## src/rtl/seg_scan_driver.sv

```systemverilog
// Time-multiplexed 8-digit common-anode 7-segment scan driver with per-frame digit snapshot.
// Latency: an/seg/frame_start are registered, one clkm cycle after the (cnt, idx) scan state.
// Backpressure: none; free-running scan, en only blanks the outputs and never stalls the scan.
module seg_scan_driver #(
  parameter int DIV = 50000,
  parameter int GAP = 500
) (
  input  logic       clkm,
  input  logic       rst_n,
  input  logic       en,
  input  logic [3:0] Din0,
  input  logic [3:0] Din1,
  input  logic [3:0] Din2,
  input  logic [3:0] Din3,
  input  logic [3:0] Din4,
  input  logic [3:0] Din5,
  input  logic [3:0] Din6,
  input  logic [3:0] Din7,
  output logic [6:0] seg,
  output logic [7:0] an,
  output logic       frame_start
);

  // Counter width; DIV >= 2 so at least one bit is needed.
  localparam int CW = (DIV > 2) ? $clog2(DIV) : 1;

  localparam logic [3:0] BLANK_CODE = 4'd10;

  // Segment patterns are active-low, bit order {g,f,e,d,c,b,a}.
  function automatic logic [6:0] decode(input logic [3:0] code);
    logic [6:0] pat;
    case (code)
      4'd0:    pat = 7'h40;
      4'd1:    pat = 7'h79;
      4'd2:    pat = 7'h24;
      4'd3:    pat = 7'h30;
      4'd4:    pat = 7'h19;
      4'd5:    pat = 7'h12;
      4'd6:    pat = 7'h02;
      4'd7:    pat = 7'h78;
      4'd8:    pat = 7'h00;
      4'd9:    pat = 7'h10;
      4'd11:   pat = 7'h3F;  // '-'
      4'd12:   pat = 7'h06;  // 'E'
      default: pat = 7'h7F;  // 10 and 13..15 are blank
    endcase
    return pat;
  endfunction

  logic [CW-1:0] cnt_q, cnt_d;
  logic [2:0]    idx_q, idx_d;
  logic [3:0]    snap_q [8];
  logic [3:0]    snap_d [8];
  logic [7:0]    an_q, an_d;
  logic [6:0]    seg_q, seg_d;
  logic          frame_start_q, frame_start_d;

  logic [3:0]    din [8];
  logic          tick;
  logic          lit;

  assign din[0] = Din0;
  assign din[1] = Din1;
  assign din[2] = Din2;
  assign din[3] = Din3;
  assign din[4] = Din4;
  assign din[5] = Din5;
  assign din[6] = Din6;
  assign din[7] = Din7;

  // Next-state: prescaler, scan index, frame snapshot and registered display outputs.
  always_comb begin
    tick          = (cnt_q == CW'(DIV - 1));
    // The dead-time gap occupies the first GAP cycles of every digit period.
    lit           = en && (int'(cnt_q) >= GAP);
    cnt_d         = tick ? '0 : cnt_q + CW'(1);
    idx_d         = tick ? idx_q + 3'd1 : idx_q;
    // Snapshot on the last cycle of digit 7 so a whole frame shows one consistent set.
    frame_start_d = tick && (idx_q == 3'd7);
    for (int k = 0; k < 8; k++) begin
      snap_d[k] = frame_start_d ? din[k] : snap_q[k];
    end
    an_d  = lit ? ~(8'b1 << idx_q) : 8'hFF;
    seg_d = lit ? decode(snap_q[idx_q]) : 7'h7F;
  end

  // State register with synchronous active-low reset; reset drops any frame in progress.
  always_ff @(posedge clkm) begin
    if (!rst_n) begin
      cnt_q         <= '0;
      idx_q         <= 3'd0;
      an_q          <= 8'hFF;
      seg_q         <= 7'h7F;
      frame_start_q <= 1'b0;
      for (int k = 0; k < 8; k++) begin
        snap_q[k] <= BLANK_CODE;
      end
    end else begin
      cnt_q         <= cnt_d;
      idx_q         <= idx_d;
      an_q          <= an_d;
      seg_q         <= seg_d;
      frame_start_q <= frame_start_d;
      for (int k = 0; k < 8; k++) begin
        snap_q[k] <= snap_d[k];
      end
    end
  end

  assign an          = an_q;
  assign seg         = seg_q;
  assign frame_start = frame_start_q;

endmodule

```

## config.mk

```make
export PLATFORM = sky130hd
export DESIGN_NAME = seg_scan_driver
export DESIGN_NICKNAME = d
export VERILOG_FILES = /design/src/rtl/seg_scan_driver.sv
export SDC_FILE = /design/constraint.sdc
export NUM_CORES = 1
export LEC_CHECK = 0
export CORE_ASPECT_RATIO = 0.8
export CORE_MARGIN = 4
export CORE_UTILIZATION = 50
export CTS_CLUSTER_DIAMETER = 200
export CTS_CLUSTER_SIZE = 25
export DETAILED_ROUTE_END_ITERATION = 7
export PLACE_DENSITY = 0.86
export SKIP_LAST_GASP = 1
export SLEW_MARGIN = 5
export SYNTH_ARGS = -nofsm -noshare
export SYNTH_HDL_FRONTEND = slang
export SYNTH_SLANG_ARGS = --single-unit
```

## constraint.sdc

```tcl
create_clock -name clkm -period 4.8 [get_ports clkm]
set_input_delay 0.96 -clock clkm [delete_from_list [all_inputs] [get_ports clkm]]
set_output_delay 0.96 -clock clkm [all_outputs]
set_load 0.05 [all_outputs]
```

[After elaboration in Yosys (flattened, before gate mapping)]
Memory sizes are Yosys's and may differ from the RTL's. A register that Yosys moved wholly into a read port is not among the register bits.
Index checks and enable logic that the tools add are counted.
Storage, ports and cells
  flip-flop bits (word level): 28
  bits in writable memories: 32
  memory bits (read-only): 112
  bits of input ports: 35
  output and inout port bits: 16
  logic and storage cells: 49
  memories kept: 2
Cells by class
  add/sub/neg operators: 2
  order comparisons: 1
  equal/unequal tests: 3
  shift-type cells: 1
  mux-type cells: 20
  bitwise operators: 10
  reductions and logical operators: 6
Memory list
  (name not given): words 16, bits a word 7, rd ports 1, clocked after Yosys merged registers in 1, wr ports 0, line 32  | case (code)
  snap_q: words 8, bits a word 4, rd ports 1, clocked after Yosys merged registers in 1, wr ports 8, line 52  | logic [3:0] snap_q [8];
Operator list (count)
  $mux 4: 16
  $add 16x1->16 const B: 1
  $eq 16x16->1 const B: 1
  $ge 16x9->1 const B: 1
  $not 8->8: 1
  $or 1x1->1: 8
  $shl 1x3->8 const A: 1
  $mux 3: 2
  $reduce_and 2->1: 2
  $add 3x1->3 const B: 1
  $eq 3x3->1 const B: 1
  $logic_and 1x1->1: 2
  $mux 1: 2
  $reduce_or 2->1: 1
  $logic_not 1->1: 1
  $ne 1x1->1 const B: 1
  $not 1->1: 1

[Longest topological paths before layout]
  word-level depth: 5
  gate-level depth with buffers: 8
  depth with buffers taken out: 7

[Worst setup path after synthesis]
No wires, ideal clock.
  kind: register to register
  from: register cnt_q[12]
  to: memory snap_q[0][0] (enable)
  arrival: 2038 ps
  path slack: 2372 ps
  cell stages (with the launch flop): 5
  path buffers: 0
  clock period less this slack: 2428 ps
  cells stage by stage: dfxtp_1 or4_4 nor4_4 nand2_1 nand2_1
RTL lines
  start: declaration: line 50  | logic [CW-1:0] cnt_q, cnt_d;
  start signal: assignment: line 99  | cnt_q <= cnt_d;
  end: declaration: line 52

[Worst setup path after layout]
  from: input rst_n
  to: register seg_q[5], in the netlist seg[5]
On the way
  longest elaborated chain between the ends: 2
Ends and longest elaborated chain
  start: declaration: line 9  | input logic rst_n,
  $reduce_and 2->1 (no source line)
  $logic_not 1->1 (no source line)
  end: declaration: line 55  | logic [6:0] seg_q, seg_d;
No other way between the ends.
A chain may end at the register's enable or synchronous reset.

==> results.md <==
* Max Cap Viol at 0
* Setup Skew at 0.00950 ns
* Post-route ant nets at 0
* Post-synthesis register bit count at 70
* Layout cells sized above 1 at 9.74%
* Setup WS post-layout at 2.10 ns
* Clock Sinks at 70
* Via count at 1971
* Reg-to-reg slack, setup at 2.24 ns
* Most frequent cells in the layout: 50 x clkdlybuf4s50_1, 38 x dfxtp_1, 32 x edfxtp_1
* I/O Pins at 51
* R2R depth at 6
* Total power at 1.22 mW
* Min Tclk post-route at 2.70 ns
* Final GP Congestion at 0.833
* Avg Cell Area, Syn at 12.1 µm²
* Worst Path Arrival at 2.92 ns
* Maximum VDD drop at 0.176 mV
* Asr flop ratio synth at 0%
* Hold buffers post-CTS at 0
* Post-Syn Area at 3010 µm²
* Detailed Route Iter0 Violations at 110
* GRT Total Usage at 17.5%
* Distinct cells, synth at 36
* Setup violators final at 0
* Power Dens Cells at 320 nW/µm²
* Least-Margin Pin Slew at 0.782 ns
* WL final at 5.85 mm
* CP Data Required Time at 5.02 ns
* Postcts setup bufs at 0
* Die Area at 7330 µm²
* Leak at 1.30 nW
* YS warnings at 0
* Dpl ws at 1.74 ns
* Final period util at 56.2%
* NetSw at 0.243 mW
* Die width at 94.7 µm
* Initial Util at 53.3%
* IO buf count at 50
* Critical Path Sink Type: register
* Maximum buffer depth of the clock tree at 2
* CP Capture Point: seg[5]
* Max transition margin at 47.9%
* Worst r2r dst: seg[6]
* Core ar. at 5650 µm²
* Critical path launch point type: primary input
* Vias per cell at 5.11
* Vias in the first global route at 1995
* 1st-pass router iterations at 5
* Post-CTS Resized at 0
* Worst Hold Class: reg2reg
* Combinational share of power at 4.5%
* EDFF count, synth at 32
* Gr ovfl total at 0
* Status: complete, no violations
* Register area share after synthesis at 57.3%
* First-pass GRT wire length at 9.78 mm
* CTS Buf Count at 9
* Clock-pin slew on the worst setup and hold paths at 0.07 ns
* Critical path type: in2reg
* Final hold viol count at 0
* Sequential Power Share at 52.6%
* Final core utilization at 67.2%
* Worst hold slack at 0.471 ns
* Num rows at 24
* CTS tree: built
* Clk_lat worst skew at 0.35 ns
* Filler instances at 439
* Max frequency at 371 MHz
* Seq. cell area at 1720 µm²
* Net count, final at 351
* Syn-to-layout area delta at 26.2%
* Clock power frac at 43.0%
* CTS root buf: clkbuf_8
* Largest net degree at the start of global routing at 33
* Ant diodes at 0
* Area of the multi-input gates at 1200 µm²
* Die height at 77.4 µm
* Cell-internal power at 0.972 mW
* Setup TNS at 0 ns
* Crit path launch: rst_n
* Routed len/inst at 15.1 µm
* Largest fanout on the critical path at 17
* Switching share of total power at 20.0%
* Initial antenna violation count at 0
* Primary FF master, synth: dfxtp_1
* Detailed Place HPWL at 4.09 mm
* Most common cell after layout, fill and taps aside: clkdlybuf4s50_1
* RSZ-0062 raised after global routing: false
* Slew Viols, Final at 0
* Drt drc at 0
* Cells after Synth at 249
* CTS H-tree lvls at 3
* Post-Syn Nets at 297
-- through the flow --
stage / std cells / area (µm²)
finish: 386 / 3790
global route: 386 / 3790
CTS: 386 / 3790
detailed placement: 370 / 3570
global placement: 370 / 3570
floorplan: 249 / 3010
-- layout make-up --
class | count | share of cell area [%]
inverters | 11 | 1.09
well taps | 78 | 2.57
flip-flops and latches | 70 | 45.4
clock inverters | 6 | 2.24
multi-input cells | 160 | 31.7
repair buffers | 51 | 13.4
clock buffers | 10 | 3.63
-- cell families (layout without fill, tap and decap cells) --
family / Yosys count / count (layout) / synth area share (%)
multiplexers: 14 / 14 / 8.07
XOR/XNOR: 15 / 15 / 4.37
flip-flops: 70 / 70 / 57.3
buffers and inverters: 19 / 78 / 2.71
AO/OA/AOI/OAI: 17 / 17 / 3.75
adder cells (fa/ha/maj): 13 / 13 / 5.41
AND/OR/NAND/NOR: 101 / 101 / 18.4
-- power groups by stage --
stage / Sequential, mW / Combinational [mW] / Clock [mW]
after detailed placement: 0.652 / 0.0537 / 0
after CTS: 0.639 / 0.0546 / 0.531
after global placement: 0.651 / 0.0524 / 0
after floorplan: 0.650 / 0.0210 / 0
final: 0.639 / 0.0544 / 0.522
after global routing: 0.639 / 0.0589 / 0.561
-- critical path: stages --
cell,delay (ns)
clkdlybuf4s50_1,0.85
nand2_1,0.10
a21oi_1,0.63
o31a_1,0.27
o21ai_0,0.10
-- flip-flops by register name, indices dropped and copies added (netlist names), named ones only --
| signal | flops |
|---|---|
| snap_q | 32 |
| cnt_q | 16 |
| an | 8 |
| seg | 7 |
| idx_q | 3 |
| frame_start | 1 |
-- Yosys cell counts (6+ instances only) --
master / number / area share, %
dfxtp_1: 38 / 25
ha_1: 13 / 5.4
inv_1: 11 / 1.4
nand3_1: 8 / 1.3
mux4_2: 8 / 6.0
nor2_1: 20 / 2.5
xnor2_1: 9 / 2.6
edfxtp_1: 32 / 32
and2_1: 22 / 4.6
nand2b_1: 17 / 3.5
nand2_1: 17 / 2.1
xor2_1: 6 / 1.7
-- how the worst min path moves through the flow --
stage	startpoint	to	slack (ns)	cells after the start
after CTS	idx_q[2]	an[5]	0.47	1
after global placement	idx_q[2]	an[6]	0.45	1
final	idx_q[2]	an[5]	0.47	1
after floorplan	idx_q[2]	an[4]	0.42	1
after global routing	idx_q[2]	an[5]	0.50	1
after detailed placement	idx_q[2]	an[5]	0.46	1
-- metal layers --
layer / up-vias / track usage [%] / wire [µm]
met2: 70 / 29.1 / 2900
li1: 970 / - / -
met3: 7 / 6.77 / 404
met1: 924 / 21.5 / 2480
met5: - / 0 / 0
met4: 0 / 4.32 / 54
No activity file was read; power rests on OpenSTA's default activity.
